**config.mk**
```make
export PLATFORM = sky130hd
export DESIGN_NAME = alu_seq
export DESIGN_NICKNAME = d
export VERILOG_FILES = /design/src/rtl/alu_seq.sv
export SDC_FILE = /design/constraint.sdc
export NUM_CORES = 1
export LEC_CHECK = 0
export BUFFER_PORTS_ARGS = -buffer_cell sky130_fd_sc_hd__buf_4
export CAP_MARGIN = 40
export CORE_ASPECT_RATIO = 2
export CORE_MARGIN = 2
export CORE_UTILIZATION = 40
export DETAILED_ROUTE_END_ITERATION = 8
export HOLD_SLACK_MARGIN = 0.08
export PLACE_DENSITY = 0.55
export SYNTH_ARGS = -nofsm -noshare
export SYNTH_HDL_FRONTEND = slang
export SYNTH_SLANG_ARGS = --single-unit
```
**constraint.sdc**
```tcl
create_clock -name clk -period 6.5 [get_ports clk]
set_clock_uncertainty 0.2 [all_clocks]
set_input_delay 1.3 -clock clk [delete_from_list [all_inputs] [get_ports clk]]
set_output_delay 1.3 -clock clk [all_outputs]
set_load 0.01 [all_outputs]
```
**src/rtl/alu_seq.sv**
```systemverilog
// alu_seq: multi-cycle execute unit. Logic, arithmetic, compare and branch
// operations resolve in one cycle; shifts iterate one bit per cycle.
// Ports:
//   clk, reset_n          clock, asynchronous active-low reset
//   in_valid / in_ready   request handshake (in_ready high only in IDLE)
//   SrcA, SrcB, Operation operands and 4-bit operation code
//   out_valid / out_ready result handshake
//   ALUResult, BrTaken    registered result and branch condition
module alu_seq #(
  parameter int unsigned DATA_WIDTH = 32
) (
  input  logic                  clk,
  input  logic                  reset_n,
  input  logic                  in_valid,
  output logic                  in_ready,
  input  logic [DATA_WIDTH-1:0] SrcA,
  input  logic [DATA_WIDTH-1:0] SrcB,
  input  logic [3:0]            Operation,
  output logic                  out_valid,
  input  logic                  out_ready,
  output logic [DATA_WIDTH-1:0] ALUResult,
  output logic                  BrTaken
);

  localparam int unsigned SHW = $clog2(DATA_WIDTH);

  localparam logic [3:0] OP_AND = 4'b0000;
  localparam logic [3:0] OP_OR  = 4'b0001;
  localparam logic [3:0] OP_ADD = 4'b0010;
  localparam logic [3:0] OP_XOR = 4'b0011;
  localparam logic [3:0] OP_SLL = 4'b0100;
  localparam logic [3:0] OP_SRL = 4'b0101;
  localparam logic [3:0] OP_SUB = 4'b0110;
  localparam logic [3:0] OP_SRA = 4'b0111;
  localparam logic [3:0] OP_BEQ = 4'b1000;
  localparam logic [3:0] OP_BNE = 4'b1001;
  localparam logic [3:0] OP_BLT = 4'b1010;
  localparam logic [3:0] OP_BGE = 4'b1011;
  localparam logic [3:0] OP_SLT = 4'b1100;

  // Shift kind is the low two opcode bits: 00 SLL, 01 SRL, 11 SRA.
  localparam logic [1:0] KIND_SLL = 2'b00;
  localparam logic [1:0] KIND_SRA = 2'b11;

  typedef enum logic [1:0] {IDLE, SHIFT, DONE} state_t;

  state_t                  state, state_next;
  logic [DATA_WIDTH-1:0]   shreg, shreg_next;
  logic [SHW-1:0]          cnt, cnt_next;
  logic [1:0]              kind, kind_next;
  logic [DATA_WIDTH-1:0]   result_next;
  logic                    br_next;

  logic [DATA_WIDTH-1:0]   alu_c;
  logic                    br_c;
  logic                    is_shift_c;
  logic [SHW-1:0]          amt_c;
  logic [DATA_WIDTH-1:0]   shifted_c;

  // Single-cycle datapath evaluated on the request operands.
  always_comb begin
    alu_c = '0;
    br_c  = 1'b0;
    case (Operation)
      OP_AND: alu_c = SrcA & SrcB;
      OP_OR:  alu_c = SrcA | SrcB;
      OP_ADD: alu_c = SrcA + SrcB;
      OP_XOR: alu_c = SrcA ^ SrcB;
      OP_SUB: alu_c = SrcA - SrcB;
      OP_SLT: alu_c = {{(DATA_WIDTH-1){1'b0}}, ($signed(SrcA) < $signed(SrcB))};
      OP_BEQ: begin
        br_c  = (SrcA == SrcB);
        alu_c = {{(DATA_WIDTH-1){1'b0}}, br_c};
      end
      OP_BNE: begin
        br_c  = (SrcA != SrcB);
        alu_c = {{(DATA_WIDTH-1){1'b0}}, br_c};
      end
      OP_BLT: begin
        br_c  = ($signed(SrcA) < $signed(SrcB));
        alu_c = {{(DATA_WIDTH-1){1'b0}}, br_c};
      end
      OP_BGE: begin
        br_c  = ($signed(SrcA) >= $signed(SrcB));
        alu_c = {{(DATA_WIDTH-1){1'b0}}, br_c};
      end
      default: begin
        alu_c = '0;
        br_c  = 1'b0;
      end
    endcase
  end

  assign is_shift_c = (Operation == OP_SLL) || (Operation == OP_SRL) || (Operation == OP_SRA);
  assign amt_c      = SrcB[SHW-1:0];

  // One-bit shift step applied to the working register.
  always_comb begin
    case (kind)
      KIND_SLL: shifted_c = {shreg[DATA_WIDTH-2:0], 1'b0};
      KIND_SRA: shifted_c = {shreg[DATA_WIDTH-1], shreg[DATA_WIDTH-1:1]};
      default:  shifted_c = {1'b0, shreg[DATA_WIDTH-1:1]};
    endcase
  end

  // Next-state and next-output logic.
  always_comb begin
    state_next  = state;
    shreg_next  = shreg;
    cnt_next    = cnt;
    kind_next   = kind;
    result_next = ALUResult;
    br_next     = BrTaken;
    case (state)
      IDLE: begin
        if (in_valid) begin
          if (is_shift_c) begin
            kind_next = Operation[1:0];
            br_next   = 1'b0;
            if (amt_c == '0) begin
              result_next = SrcA;
              state_next  = DONE;
            end else begin
              shreg_next = SrcA;
              cnt_next   = amt_c;
              state_next = SHIFT;
            end
          end else begin
            result_next = alu_c;
            br_next     = br_c;
            state_next  = DONE;
          end
        end
      end
      SHIFT: begin
        shreg_next = shifted_c;
        cnt_next   = cnt - SHW'(1);
        // Final step: publish the shifted value directly.
        if (cnt == SHW'(1)) begin
          result_next = shifted_c;
          br_next     = 1'b0;
          state_next  = DONE;
        end
      end
      DONE: begin
        if (out_ready) state_next = IDLE;
      end
      default: state_next = IDLE;
    endcase
  end

  // State and registered outputs; handshake flags follow the next state.
  always_ff @(posedge clk or negedge reset_n) begin
    if (!reset_n) begin
      state     <= IDLE;
      in_ready  <= 1'b1;
      out_valid <= 1'b0;
      ALUResult <= '0;
      BrTaken   <= 1'b0;
      shreg     <= '0;
      cnt       <= '0;
      kind      <= '0;
    end else begin
      state     <= state_next;
      in_ready  <= (state_next == IDLE);
      out_valid <= (state_next == DONE);
      ALUResult <= result_next;
      BrTaken   <= br_next;
      shreg     <= shreg_next;
      cnt       <= cnt_next;
      kind      <= kind_next;
    end
  end

endmodule

```
======== After elaboration in Yosys (flattened, before gate mapping) ========
Cells that the tools add are included.
storage, ports and cells
  flip-flop bits (word level) ............. 76
  output and inout bits ................... 35
  word-level logic and storage cells ...... 79
  bits of input ports ..................... 72
cells by class
  muxes and demuxes ....................... 26
  reductions and logical operators ........ 13
  bitwise gates (word level) .............. 3
  $lt $le $gt $ge ......................... 2
  equal/unequal tests ..................... 24
  $add $sub $neg .......................... 3
operators with widths
  kind                  count
  $pmux W32 S9          1
  $mux W32              7
  $pmux W32 S2          3
  $add A32 B32 Y32      1
  $and A32 B32 Y32      1
  $eq A32 B32 Y1        1
  $ge A32 B32 Y1        1
  $lt A32 B32 Y1        1
  $ne A32 B32 Y1        1
  $or A32 B32 Y32       1
  $sub A32 B32 Y32      1
  $xor A32 B32 Y32      1
  $eq A4 B4 Y1 const B  5
  $eq A4 B3 Y1 const B  4
  $mux W5               3
  $mux W2               5
  $pmux W5 S2           1
  $eq A4 B2 Y1 const B  2
  $ne A2 B2 Y1 const B  4
  $reduce_and A4 Y1     2
  $eq A2 B2 Y1 const B  3
  $logic_not A2 Y1      3
  $pmux W2 S3           1
  $reduce_and A3 Y1     2
  other kinds (13)      16

======== Depth between registers and ports, before layout ========
Gate-level depths: netlist of the first run.
  depth in word-level cells ............... 7
  mapped depth ............................ 14
  mapped depth without buffers ............ 14

======== Worst setup path after synthesis of the first run ========
OpenSTA, ideal clock, no wires.
  path type ............................... input to register
  start point ............................. input SrcA[0]
  end point ............................... register ALUResult[20]
  arrival time ............................ 3825 ps
  slack ................................... 2333 ps
  stages .................................. 12
  path buffers ............................ 0
  setup time .............................. 142 ps
  data required time ...................... 6158 ps
  path through ............................ ha_1 -> fa_1 -> a211oi_1 -> o21a_1 -> o31ai_4 -> a31oi_2 -> o221ai_2 -> a2111oi_1 -> nor4_2 -> xnor2_1 -> a21oi_1 -> o221ai_1
between the ends
  word-level cells in the longest chain between the ends .. 5
  elaborated cells on any way between the ends .. 6
  classes of those cells .................. add/sub (2); mux (4)
RTL lines
  element                                                      line    source
  from (decl)                                                  16      input logic [DATA_WIDTH-1:0] SrcA,
  $sub A32 B32 Y32 / $add A32 B32 Y32 (equally long branches)  69, 67
  $pmux W32 S9 *                                               64      case (Operation)
  $mux W32 *                                                   117     if (is_shift_c) begin
  $mux W32 *                                                   116     if (in_valid) begin
  $pmux W32 S2 *                                               114     case (state)
  to (signal assigned)                                         167     ALUResult <= result_next;
  to (decl)                                                    21      output logic [DATA_WIDTH-1:0] ALUResult,
Mark *: on every way between the ends. The rest lies on a longest branch, timed or not. The select of a mux whose other input is x is not followed.
A chain may end at the register's enable or synchronous reset.

======== Worst setup path in the final report of the first run ========
  start point ............................. input SrcA[0]
  end point ............................... register ALUResult[14]
The elaborated chain is that of the path after synthesis.

==> results.py, run 1 <==
metrics = {
    "setup_path": {
        "worst_setup_path_end_kind": "flop",
        "slowest_stage": "a221oi_1",
        "start_kind": "input port",
        "arrival_ps": 4610,
        "reg2reg_slack_ps": 3250,
        "slowest_delay_ps": 710,
        "critPathLaunch": "SrcA[0]",
        "r2r-start": "state[0]",
        "reg2reg_depth": 9,
        "reg2reg_to": "ALUResult[15]",
        "path_buf_inv": 3,
        "path_max_fanout": 5,
        "required_ps": 6580,
        "path_class": "input port to flop",
        "cp_top_family": "compound AO/OA/AOI/OAI gates",
        "crit_chain": "buf_4 -> inv_1 -> ha_1 -> inv_1 -> fa_1 -> nor3b_2 -> nor3_2 -> o31ai_2 -> a21oi_1 -> o31ai_1 -> xnor2_1 -> a221oi_1 -> a21oi_1 -> o22a_1",
    },
    "worst_hold_path": {
        "min_path_type": "flop to flop",
        "hold_depth": 2,
        "hold_start": "ALUResult[4]",
        "hold_end": "ALUResult[4]",
    },
    "yosys": {
        "synth-edff-count": 0,
        "synthFlopType": "dfrtp_1",
        "yosysWarningCount": 0,
        "ys_types": 86,
        "syn_nets": 1400,
        "synthesis.area_um2": 9010,
        "netlist_instances": 1225,
        "yosys-top-cells-area": "dfrtp_1, ha_1, a21oi_1",
        "seq_area_frac_synth_pct": 21.1,
        "yosys.area.top_type": "dfrtp_1",
        "synthArstFlopShare_pct": 100,
        "yosys-top-cells-count": "a21oi_1, nor2_1, inv_1, ha_1, nand2_1",
        "yosys.cell_count.top_type": "a21oi_1",
        "synth-seq-cells": 76,
        "synth.avg_cell_area_um2": 7.36,
        "synth.top_cell.area_share_pct": 20.8,
    },
    "grt": {
        "grtUsageTotal_pct": 33.8,
        "antenna_found_initial": 0,
        "grt_use_met3_pct": 4.72,
        "grt_overflow": 0,
        "grt_pass1_wl_um": 59000,
        "grt_max_degree": 57,
        "met1_usage_pct": 33.7,
        "grt_util_met2_pct": 59.0,
        "grt_pass1_vias": 9801,
        "grt.busiest_layer": "met2",
    },
    "finish": {
        "n_antenna_cell": 0,
        "nNetsFinal": 1455,
        "syn2layout_area_growth_pct": 14.4,
        "fill_cells": 2333,
        "final_core_util_pct": 46.5,
        "drive_gt1_share_pct": 14.4,
        "multiInputGateArea_um2": 6380,
        "fin_cells": 1561,
        "regArea_um2": 1900,
    },
    "timing": {
        "layout_min_cycle_time_ps": 4530,
        "worstMarginPinSlew_ps": 906,
        "hold_viol": 0,
        "drv_slew": 0,
        "rsz0062_at_grt": "false",
        "worst_slack_ps": 1970,
        "setup_violations": 0,
        "timing.slew.headroom_pct": 39.5,
        "tns_ps": 0,
        "fin_crit_sh_pct": 69.7,
        "fmax_mhz": 221,
    },
    "clocking": {
        "ctsHoldBuffers": 0,
        "cts_setup_buffers": 0,
        "clk_pin_slew_ps": 80,
        "htreeDepth": 3,
        "cts_made_buffers": 9,
        "clkLatencyLatePin_ps": 380,
        "clock_sinks": 76,
        "post_cts_resized": 0,
        "clk_path_buf_depth": 2,
        "cts_tree": "yes",
        "ctsRootBufferMaster": "clkbuf_16",
    },
    "floorplan": {
        "die_y_um": 216,
        "fp.dieArea_um2": 23800,
        "io_pins": 107,
        "initial_core_util_pct": 40.7,
        "coreArea_um2": 22200,
        "die_x_um": 110,
        "num_rows": 77,
    },
    "routing": {
        "num_vias": 9779,
        "final_antenna_net_count": 0,
        "firstDrtPassIters": 5,
        "via_per_inst": 6.26,
        "first_iter_violations": 677,
        "drc": 0,
        "wl_um": 39600,
        "wire_per_inst_um": 25.4,
    },
    "power_and_ir_drop": {
        "p_total_uw": 3090,
        "sequentialPowerShare_pct": 29.0,
        "pwr-share-clk_pct": 18.1,
        "peakVddDrop_uv": 174,
        "internal_power_uw": 1610,
        "p_per_area_nw_per_um2": 300,
        "switching_power_uw": 1480,
        "p_sw_share_pct": 47.9,
        "p_leak_uw": 0.00465,
        "p_comb_share_pct": 52.9,
    },
    "placement": {
        "io_buffers": 106,
        "place_inst": 1545,
        "place_ws_ps": 1740,
        "post-dp-hpwl_um": 30200,
        "place.gp.congestion": 0.982,
    },
    "run": {
        "maxCapViolCount": 0,
    },
    "status": {
        "outcome": "complete, no violations",
    },
}
-- metrics by stage --
step / area, um^2 / hold WS, ps
5_1_grt: 10300 / 327
4_1_cts: 10300 / 301
2_1_floorplan: 9010 / 251
3_3_place_gp: 9960 / 272
6_report: 10300 / 294
3_5_place_dp: 10000 / 282
-- how the worst max path moves through the flow --
stage / endpoint / cells after the start
2_1_floorplan: ALUResult[20] / 12
3_3_place_gp: ALUResult[24] / 15
3_5_place_dp: ALUResult[24] / 15
4_1_cts: ALUResult[24] / 15
5_1_grt: ALUResult[14] / 14
6_report: ALUResult[14] / 14
-- layout by cell type (no fill, tap or decap), drive strengths merged, types with 9 or more instances in the layout --
cell / instances
ha: 101
xnor2: 16
o221ai: 12
nand3: 16
a221o: 17
nor3: 25
o211ai: 16
a31oi: 20
a21oi: 151
clkbuf: 10
nor4: 9
nand2b: 18
buf: 125
nor2: 132
o21ai: 102
o21bai: 10
nand2: 100
o31ai: 12
dfrtp: 75
a211oi: 21
a22oi: 42
a21o: 14
a221oi: 14
inv: 110
-- sequential cells by signal, indices dropped and copies added (netlist names) --
signal and flops:
ALUResult 32, shreg 32, cnt 5, kind 2, state 2, BrTaken 1, in_ready 1, out_valid 1
-- cells by family (layout without fill, tap and decap cells) --
family          Yosys count  in the layout  share of synthesized area (%)
compound gates          482            482                           35.8
buf+inv                 190            250                           8.29
xor+xnor                 18             18                           1.75
simple gates            347            347                           17.6
fa+ha+maj               103            103                           14.5
mux                       9              9                           1.01
flops                    76             76                           21.1
-- power groups by stage --
| stage | Combinational (uW) | Sequential [uW] | Clock, uW |
|---|---|---|---|
| 6_report | 1640 | 898 | 561 |
| 5_1_grt | 1770 | 914 | 590 |
| 4_1_cts | 1610 | 893 | 573 |
| 3_5_place_dp | 1610 | 900 | 0 |
| 3_3_place_gp | 1590 | 899 | 0 |
| 2_1_floorplan | 939 | 860 | 0 |
-- per-layer routing --
layer  vias up  wire (um)
li1       4512          -
met1      4702      13300
met2       405      20400
met3       160       2070
met4         0       3810
met5         -          0
-- final cells by class --
cell class                 instances  area share, %
tap                              276           3.35
inverter                         109           3.97
timing repair buffer             125           9.30
clock inverter                     6          0.692
clock buffer                      10           2.32
sequential                        76           18.5
multi-input combinational        959           61.9
-- worst register-to-register path, cell delays in order, from the launching register on --
cell      delay (ps)
dfrtp_1          490
nor2b_1          490
nand2b_1         230
o21a_1           230
buf_4            330
a21oi_1          290
o211ai_1         170
or3_1            400
o21ai_0          180
a22oi_1           90
Note: power is estimated with default switching activity, not from simulation.
==> run 2: changes to the inputs <==
PLACE_DENSITY = 0.58   (was 0.55)
clock period = 3.88 ns   (was 6.5 ns; I/O delays follow)
==> results.py, run 2 (same netlist as run 1, synthesis figures left out) <==
metrics = {
    "status": {
        "outcome": "complete, no violations",
    },
    "setup_path": {
        "crit_chain": "buf_4 -> inv_1 -> ha_1 -> nor3_2 -> o21ai_1 -> a311oi_1 -> buf_4 -> a211oi_2 -> buf_4 -> o211ai_2 -> a211oi_2 -> o21bai_2 -> a221o_1 -> mux2i_1 -> o31a_1",
        "path_max_fanout": 8,
        "arrival_ps": 3710,
        "slowest_delay_ps": 440,
        "path_buf_inv": 4,
        "worst_setup_path_end_kind": "flop",
        "reg2reg_depth": 10,
        "crit_cells": 15,
        "crit_path_frequent_cell": "buf_4",
        "required_ps": 3930,
        "cp_top_family": "compound AO/OA/AOI/OAI gates",
        "start_kind": "input port",
        "path_class": "input port to flop",
        "slowest_stage": "ha_1",
    },
    "finish": {
        "nNetsFinal": 1619,
        "syn2layout_area_growth_pct": 28.7,
        "fill_cells": 2283,
        "layout_common_cells": "buf_4, a21oi_1, nor2_1, inv_1, ha_1",
        "drive_gt1_share_pct": 24.4,
        "final_common_cell": "buf_4",
        "reg_top3": "ALUResult x32, shreg x32, cnt x5",
    },
    "clocking": {
        "clk_pin_slew_ps": 60,
        "ctsRootBufferMaster": "clkbuf_16",
        "htreeDepth": 3,
        "post_cts_resized": 0,
        "cts_made_buffers": 9,
        "cts_tree": "yes",
        "ctsHoldBuffers": 0,
        "cts_setup_buffers": 0,
        "clk_path_buf_depth": 2,
        "clock_sinks": 76,
        "clkLatencyLatePin_ps": 370,
    },
    "floorplan": {
        "die_x_um": 110,
        "initial_core_util_pct": 40.7,
        "io_pins": 107,
        "num_rows": 77,
        "die_y_um": 216,
        "fp.dieArea_um2": 23800,
        "coreArea_um2": 22200,
    },
    "timing": {
        "timing.slew.headroom_pct": 55.9,
        "worstMarginPinSlew_ps": 661,
        "setup_violations": 0,
        "worst_slack_ps": 224,
        "layout_min_cycle_time_ps": 3660,
        "tns_ps": 0,
        "fin_crit_sh_pct": 94.2,
        "fmax_mhz": 274,
        "hold_viol": 0,
        "rsz0062_at_grt": "false",
        "hold_slack_ps": 165,
        "drv_slew": 0,
    },
    "grt": {
        "grt_pass1_vias": 11000,
        "grtUsageTotal_pct": 37.2,
        "grt_pass1_wl_um": 63900,
        "antenna_found_initial": 2,
        "grt_overflow": 0,
        "grt_max_degree": 58,
    },
    "worst_hold_path": {
        "min_path_type": "input port to asynchronous set/reset pin",
    },
    "routing": {
        "first_iter_violations": 904,
        "wire_per_inst_um": 25.0,
        "final_antenna_net_count": 0,
        "wl_um": 43200,
        "via_per_inst": 6.14,
        "firstDrtPassIters": 5,
        "num_vias": 10600,
        "drc": 0,
    },
    "power_and_ir_drop": {
        "p_total_uw": 5370,
        "peakVddDrop_uv": 366,
        "p_leak_uw": 0.00547,
        "p_per_area_nw_per_um2": 463,
    },
    "placement": {
        "place_ws_ps": -212,
        "io_buffers": 106,
        "place.gp.congestion": 1.03,
        "post-dp-hpwl_um": 34200,
    },
    "run": {
        "maxCapViolCount": 0,
    },
}
[run 2: report_power, final]
| part | switching (uW) | total, uW | internal (uW) |
|---|---|---|---|
| logic | 1740 | 2950 | 1210 |
| registers | 368 | 1520 | 1150 |
| clock network | 397 | 897 | 500 |
[run 2: area by class of cell]
type / count / area (um^2) / share of cell area, %
Sequential cell: 76 / 1900 / 16.4
Inverter: 109 / 409 / 3.53
Clock inverter: 6 / 65.1 / 0.561
Clock buffer: 10 / 229 / 1.97
Multi-Input combinational cell: 959 / 6410 / 55.2
Tap cell: 276 / 345 / 2.98
Antenna cell: 1 / 2.50 / 0.0216
Timing Repair Buffer: 289 / 2240 / 19.3
[run 2: final timing paths]
check,from,end,slack [ps]
setup / recovery,SrcB[3],ALUResult[31],220
hold reg to reg,shreg[0],shreg[0],290
min in group clk,shreg[0],shreg[0],290
hold / removal,reset_n,ALUResult[6],160
max in group asynchronous,reset_n,ALUResult[23],2690
setup reg to reg,kind[0],ALUResult[24],840
[run 2: through the flow]
step | area (um^2) | std cells | utilization (%)
final | 11600 | 1726 | 52.4
after global routing | 11600 | 1726 | 52.4
after CTS | 11600 | 1725 | 52.2
after detailed placement | 11300 | 1709 | 50.9
after global placement | 11300 | 1708 | 50.8
after floorplan | 9010 | 1225 | -
[run 2: layer usage]
metal	vias up	share of wire [%]	routed length, um	global-route usage [%]
met4	2	11	4760	33.7
met5	-	0.037	16	0
met1	5006	31	13600	34.7
li1	4852	-	-	-
met3	223	5.4	2330	5.23
met2	511	52	22500	66.6
